===== config.mk =====
export PLATFORM = sky130hd
export DESIGN_NAME = bitty_sequencer_flat
export DESIGN_NICKNAME = d
export VERILOG_FILES = /design/src/rtl/bitty_sequencer_if.sv /design/src/rtl/bitty_sequencer.sv /design/src/flat_wrapper.sv
export SDC_FILE = /design/constraint.sdc
export NUM_CORES = 1
export LEC_CHECK = 0
export CAP_MARGIN = 40
export CELL_PAD_IN_SITES_DETAIL_PLACEMENT = 0
export CELL_PAD_IN_SITES_GLOBAL_PLACEMENT = 1
export CORE_ASPECT_RATIO = 1.5
export CORE_MARGIN = 2
export CORE_UTILIZATION = 37
export CTS_CLUSTER_DIAMETER = 80
export DETAILED_ROUTE_END_ITERATION = 16
export HOLD_SLACK_MARGIN = 0.08
export PLACE_DENSITY_LB_ADDON = 0.25
export SLEW_MARGIN = 20
export SYNTH_ARGS = -nofsm -noshare
export SYNTH_HDL_FRONTEND = slang
export SYNTH_SLANG_ARGS = --single-unit

===== constraint.sdc =====
create_clock -name clk -period 2.27 [get_ports clk]
set_input_delay 0.227 -clock clk [delete_from_list [all_inputs] [get_ports clk]]
set_output_delay 0.227 -clock clk [all_outputs]
set_load 0.005 [all_outputs]

===== src/rtl/bitty_sequencer_if.sv =====
// Sequencer <-> instruction memory / control unit bundle.
// master: sequencer side; slave: memory + CU side.
interface bitty_sequencer_if #(
  parameter int ADDR_W = 8
);
  logic [ADDR_W-1:0] imem_addr;
  logic [15:0]       imem_rdata;
  logic [15:0]       instruction;
  logic              en_i;
  logic              en_s;
  logic              en_c;
  logic              cu_done;

  modport master (
    output imem_addr,
    output instruction,
    output en_i,
    output en_s,
    output en_c,
    input  imem_rdata,
    input  cu_done
  );

  modport slave (
    input  imem_addr,
    input  instruction,
    input  en_i,
    input  en_s,
    input  en_c,
    output imem_rdata,
    output cu_done
  );
endinterface


===== src/rtl/bitty_sequencer.sv =====
// Program sequencer for the bitty CU: fetches words from a synchronous
// imem and runs the en_i/en_s/en_c/cu_done handshake per instruction.
// Ports: clk, reset (async, high), start, prog_len, halt_req,
//   bus (imem_addr/imem_rdata, instruction, en_i/en_s/en_c, cu_done),
//   busy, prog_done, error, pc, retired.
module bitty_sequencer #(
  parameter int ADDR_W  = 8,
  parameter int TIMEOUT = 8
) (
  input  logic                 clk,
  input  logic                 reset,
  input  logic                 start,
  input  logic [ADDR_W:0]      prog_len,
  input  logic                 halt_req,
  bitty_sequencer_if.master    bus,
  output logic                 busy,
  output logic                 prog_done,
  output logic                 error,
  output logic [ADDR_W-1:0]    pc,
  output logic [15:0]          retired
);

  localparam logic [2:0] S_IDLE   = 3'd0;
  localparam logic [2:0] S_FETCH  = 3'd1;
  localparam logic [2:0] S_ISSUE  = 3'd2;
  localparam logic [2:0] S_EN_S   = 3'd3;
  localparam logic [2:0] S_EN_C   = 3'd4;
  localparam logic [2:0] S_WAIT   = 3'd5;
  localparam logic [2:0] S_RETIRE = 3'd6;
  localparam logic [2:0] S_ERROR  = 3'd7;

  localparam int WD_W = $clog2(TIMEOUT + 1);

  logic [2:0]      state;
  logic [15:0]     instr_q;
  logic [ADDR_W:0] len_q;
  logic [WD_W-1:0] wdog;
  logic            halt_q;
  logic            error_q;
  logic            zdone_q;
  logic            last;
  logic            spurious;
  logic            finish;

  // Extended by one bit so prog_len = 2**ADDR_W terminates as pc wraps.
  assign last = (({1'b0, pc} + (ADDR_W+1)'(1)) == len_q);

  // cu_done outside S_WAIT means the CU and sequencer lost sync.
  assign spurious = bus.cu_done
                  && (state != S_IDLE)
                  && (state != S_WAIT)
                  && (state != S_ERROR);

  assign finish = (state == S_RETIRE) && !bus.cu_done && (last || halt_q);

  assign busy      = (state != S_IDLE);
  assign error     = error_q;
  // Zero-length programs pulse from a register; normal ends pulse in RETIRE.
  assign prog_done = zdone_q | finish;

  assign bus.imem_addr   = pc;
  assign bus.en_i        = (state == S_ISSUE);
  assign bus.en_s        = (state == S_EN_S);
  assign bus.en_c        = (state == S_EN_C);
  assign bus.instruction = (state == S_ISSUE) ? bus.imem_rdata : instr_q;

  always_ff @(posedge clk or posedge reset) begin
    if (reset) begin
      state   <= S_IDLE;
      pc      <= '0;
      retired <= '0;
      instr_q <= '0;
      len_q   <= '0;
      wdog    <= '0;
      halt_q  <= 1'b0;
      error_q <= 1'b0;
      zdone_q <= 1'b0;
    end else begin
      zdone_q <= 1'b0;
      if (busy) halt_q <= halt_q | halt_req;
      if (spurious) begin
        state   <= S_ERROR;
        error_q <= 1'b1;
      end else begin
        unique case (state)
          S_IDLE: begin
            if (start) begin
              len_q   <= prog_len;
              pc      <= '0;
              retired <= '0;
              error_q <= 1'b0;
              if (prog_len == '0) zdone_q <= 1'b1;
              else                state   <= S_FETCH;
            end
          end
          S_FETCH: state <= S_ISSUE;
          S_ISSUE: begin
            instr_q <= bus.imem_rdata;
            state   <= S_EN_S;
          end
          S_EN_S: state <= S_EN_C;
          S_EN_C: begin
            wdog  <= '0;
            state <= S_WAIT;
          end
          S_WAIT: begin
            wdog <= wdog + WD_W'(1);
            if (bus.cu_done) begin
              state <= S_RETIRE;
            end else if (wdog == WD_W'(TIMEOUT - 1)) begin
              state   <= S_ERROR;
              error_q <= 1'b1;
            end
          end
          S_RETIRE: begin
            pc      <= pc + ADDR_W'(1);
            retired <= retired + 16'd1;
            if (last || halt_q) begin
              state  <= S_IDLE;
              halt_q <= 1'b0;
            end else begin
              state <= S_FETCH;
            end
          end
          S_ERROR: state <= S_ERROR;
        endcase
      end
    end
  end

endmodule


===== src/flat_wrapper.sv =====
// flat-port wrapper written by rule: the top's interface ports become plain ports
module bitty_sequencer_flat 
#(
  parameter int ADDR_W  = 8,
  parameter int TIMEOUT = 8
)
  (clk, reset, start, prog_len, halt_req, busy, prog_done, error, pc, retired, bus_imem_addr, bus_instruction, bus_en_i, bus_en_s, bus_en_c, bus_imem_rdata, bus_cu_done);
  bitty_sequencer_if #(.ADDR_W(ADDR_W)) bus_i ();
  input  logic clk;
  input  logic reset;
  input  logic start;
  input  logic [ADDR_W:0] prog_len;
  input  logic halt_req;
  output logic busy;
  output logic prog_done;
  output logic error;
  output logic [ADDR_W-1:0] pc;
  output logic [15:0] retired;
  output wire logic [$bits(bus_i.imem_addr)-1:0] bus_imem_addr;
  output wire logic [$bits(bus_i.instruction)-1:0] bus_instruction;
  output wire logic [$bits(bus_i.en_i)-1:0] bus_en_i;
  output wire logic [$bits(bus_i.en_s)-1:0] bus_en_s;
  output wire logic [$bits(bus_i.en_c)-1:0] bus_en_c;
  input wire logic [$bits(bus_i.imem_rdata)-1:0] bus_imem_rdata;
  input wire logic [$bits(bus_i.cu_done)-1:0] bus_cu_done;
  assign bus_imem_addr = bus_i.imem_addr;
  assign bus_instruction = bus_i.instruction;
  assign bus_en_i = bus_i.en_i;
  assign bus_en_s = bus_i.en_s;
  assign bus_en_c = bus_i.en_c;
  assign bus_i.imem_rdata = bus_imem_rdata;
  assign bus_i.cu_done = bus_cu_done;
  bitty_sequencer #(.ADDR_W(ADDR_W), .TIMEOUT(TIMEOUT)) u_core (.clk(clk), .reset(reset), .start(start), .prog_len(prog_len), .halt_req(halt_req), .bus(bus_i), .busy(busy), .prog_done(prog_done), .error(error), .pc(pc), .retired(retired));
endmodule

==> impl_metrics.py <==
metrics = {
    "run_status": {
        "status": "finished with violations",
        "violations": "negative setup slack",
    },
    "global_route": {
        "grtUsageTotal_pct": 18.9,
        "grt_max_degree": 60,
        "grt_overflow": 0,
        "grt_pass1_wl_um": 14000,
        "grt_pass1_vias": 2929,
        "antenna_found_initial": 0,
    },
    "setup_path": {
        "arrival_ns": 2.21,
        "path_max_fanout": 2,
        "r2r-end": "u_core.halt_q",
        "cp-start-kind": "flop",
        "critPathLaunch": "u_core.bus.imem_addr[1]",
        "crit_path_end_kind": "output port",
        "r2r_start": "u_core.bus.imem_addr[1]",
        "worstSetupPathType": "reg2out",
        "critPathRequiredTime_ns": 2.04,
        "reg2reg_depth": 8,
        "ff2ff_setup_slack_ns": 0.20,
    },
    "cells_and_area": {
        "nFillCells": 821,
        "nets": 478,
        "instances_no_fill": 559,
        "syn2layout_area_growth_pct": 47.8,
        "drive_above_1_share_pct": 21.2,
        "n_antenna_cell": 0,
        "utilization_pct": 55.4,
        "final_area_mm2": 0.00483,
    },
    "floorplanning": {
        "num_rows": 42,
        "fp.dieW_um": 80.7,
        "initial_core_util_pct": 37.4,
        "coreArea_mm2": 0.00872,
        "chipHeight_um": 119,
        "die_area_mm2": 0.00961,
        "ios": 84,
    },
    "place": {
        "hpwl_um": 5940,
        "place_congestion": 0.810,
        "dp_cells": 537,
        "port-buffer-count": 83,
        "dpl_cell_area_mm2": 0.00439,
    },
    "sta": {
        "worst_slack_ns": -0.166,
        "slew_violations": 0,
        "rsz0062_at_grt": "true",
        "min_period_over_period_pct": 107,
        "worst_slew_pin_slew_ns": 0.738,
        "finalCriticalPeriod_ns": 2.44,
        "clock.fmax_mhz": 411,
        "setup_violations": 1,
        "skew_ns": 0.00675,
        "hold_viol": 0,
        "max-slew-margin-rel_pct": 50.7,
    },
    "drt": {
        "drc": 0,
        "drt-pass1-iter-count": 4,
        "viasPerCell": 5.22,
        "vias": 2919,
        "wl_met2_um": 4410,
        "wl_per_cell_um": 15.5,
        "wl_um": 8640,
        "antenna_left": 0,
        "drtIter0Drc": 122,
        "dr.max_layer_used": "met4",
        "met3_wirelength_um": 393,
        "wirelength_met1_um": 3620,
    },
    "power_and_ir_drop": {
        "power_frac_seq_pct": 33.3,
        "intPower_uw": 3230,
        "p_sw_uw": 1500,
        "ir_worst_vdd_v": 0.000549,
        "power.combinational.fraction_pct": 41.0,
        "switching_share_pct": 31.7,
        "power_density_mw_per_mm2": 979,
        "p_leak_uw": 0.00226,
        "pwr-share-clk_pct": 25.7,
    },
    "synth": {
        "seq_area_frac_synth_pct": 45.2,
        "synth_edf_count": 0,
        "synth-seq-cells": 59,
        "ys_types": 54,
        "avgSynthCellArea_um2": 9.84,
        "synthesis.nets": 365,
        "syn_area_mm2": 0.00327,
        "yosysWarnings": 0,
        "async_reset_ff_share_pct": 100,
        "ys.flop_type": "dfrtp_1",
        "netlist_instances": 332,
    },
    "clock_tree": {
        "clock_latency_ns": 0.33,
        "clock_path_buffers": 2,
        "cts_root_buffer": "clkbuf_16",
        "cts_made_buffers": 9,
        "cts_sinks": 59,
        "clk_pin_slew_ns": 0.05,
        "cts_tree": "built",
        "h-tree-depth": 3,
    },
    "job": {
        "maxCapViolations": 0,
    },
    "hold_path": {
        "hp-class": "in2async",
    },
}
[cell type report]
class                           count  area [µm²]  share of cell area [%]
Inverter                           10        37.5                   0.777
Clock inverter                      3        15.0                   0.311
Multi-Input combinational cell    238        1650                    34.1
Sequential cell                    59        1480                    30.6
Timing Repair Buffer              127        1270                    26.2
Clock buffer                       12         246                    5.10
Tap cell                          110         138                    2.85
[critical path, stage by stage, from the launching register on]
cell	delay, ns
dfrtp_1	0.42
ha_4	0.28
xnor2_4	0.17
nand2_4	0.05
or4_4	0.49
nor4_4	0.20
o31a_1	0.15
buf_2	0.11
[state kept, by name, summed over array words and instances, names as in the netlist]
signal / count
u_core.state: 3
u_core.instr_q: 16
u_core.wdog: 4
u_core.zdone_q: 1
u_core.retired: 16
u_core.bus.imem_addr: 8
u_core.error: 1
u_core.len_q: 9
u_core.halt_q: 1
[layout by cell type (no fill, tap or decap), types with 11 or more instances in the layout]
cell type and instances:
mux2_1 16, clkbuf_16 11, buf_4 37, nand3_1 18, clkdlybuf4s50_1 66, o21ai_1 24
nor2_1 19, a21oi_1 14, dfrtp_1 58, nand2_1 39, dlymetal6s2s_1 16, mux2_2 16
[routing by layer]
metal / vias up / global-route usage (%)
met5: - / 0
met4: 0 / 8.37
met3: 14 / 5.00
met2: 70 / 31.2
met1: 1415 / 22.7
li1: 1420 / -
[metrics by stage]
step / setup WS (ns) / setup TNS [ns] / hold WS [ns] / power (µW)
after floorplan: 0.129 / 0 / 0.332 / 2630
after global placement: -0.297 / -0.297 / 0.459 / 3400
after detailed placement: -0.336 / -0.336 / 0.465 / 3440
after CTS: -0.339 / -0.339 / 0.301 / 4730
after global routing: -0.260 / -0.260 / 0.323 / 5050
final: -0.166 / -0.166 / 0.283 / 4730
[timing repair]
| action | CTS | global route |
|---|---|---|
| endpoints found under the setup margin | 3 | 18 |
| pin swaps | 5 | 4 |
| hold buffers | 0 | 0 |
| buffers inserted | 1 | 4 |
| resized for setup | 7 | 22 |
| gates cloned | 0 | 2 |
[kinds of logic after synthesis]
| kind of cell | after synthesis | share of synthesized area, % |
|---|---|---|
| AND/OR/NAND/NOR | 113 | 18.2 |
| AO/OA/AOI/OAI | 76 | 14.8 |
| flip-flops | 59 | 45.2 |
| buffers and inverters | 35 | 5.74 |
| multiplexers | 35 | 11.9 |
| XOR/XNOR | 11 | 2.95 |
| adder cells (fa/ha/maj) | 3 | 1.15 |
[Yosys cell counts (all sizes together), types with 4 or more instances]
library cell | n | area (µm²)
dfrtp | 59 | 1480
nand2 | 40 | 158
clkbuf | 5 | 18.8
nand3 | 18 | 90.1
xnor2 | 6 | 52.6
a21oi | 14 | 70.1
nor4 | 4 | 46.3
mux2 | 32 | 360
inv | 10 | 37.5
buf | 20 | 131
and3 | 5 | 38.8
o21ai | 31 | 155
nor2 | 20 | 77.6
nand4 | 7 | 43.8
a31oi | 9 | 62.6
nor3 | 7 | 40.0
xor2 | 5 | 43.8
[how the worst max path moves through the flow]
| stage | to | slack [ns] | depth (start not counted) |
|---|---|---|---|
| final | prog_done | -0.17 | 7 |
| after global routing | prog_done | -0.26 | 7 |
| after CTS | prog_done | -0.34 | 7 |
| after detailed placement | prog_done | -0.34 | 7 |
| after global placement | prog_done | -0.30 | 7 |
| after floorplan | prog_done | 0.13 | 6 |
[power by group through the flow]
stage          Combinational, µW  Clock (µW)  Sequential (µW)
5_1_grt                     2130        1300             1620
3_5_place_dp                1860           0             1580
6_report                    1940        1210             1580
3_3_place_gp                1840           0             1560
4_1_cts                     1910        1250             1570
2_1_floorplan               1100           0             1520
(Power assumes the default switching activity.)
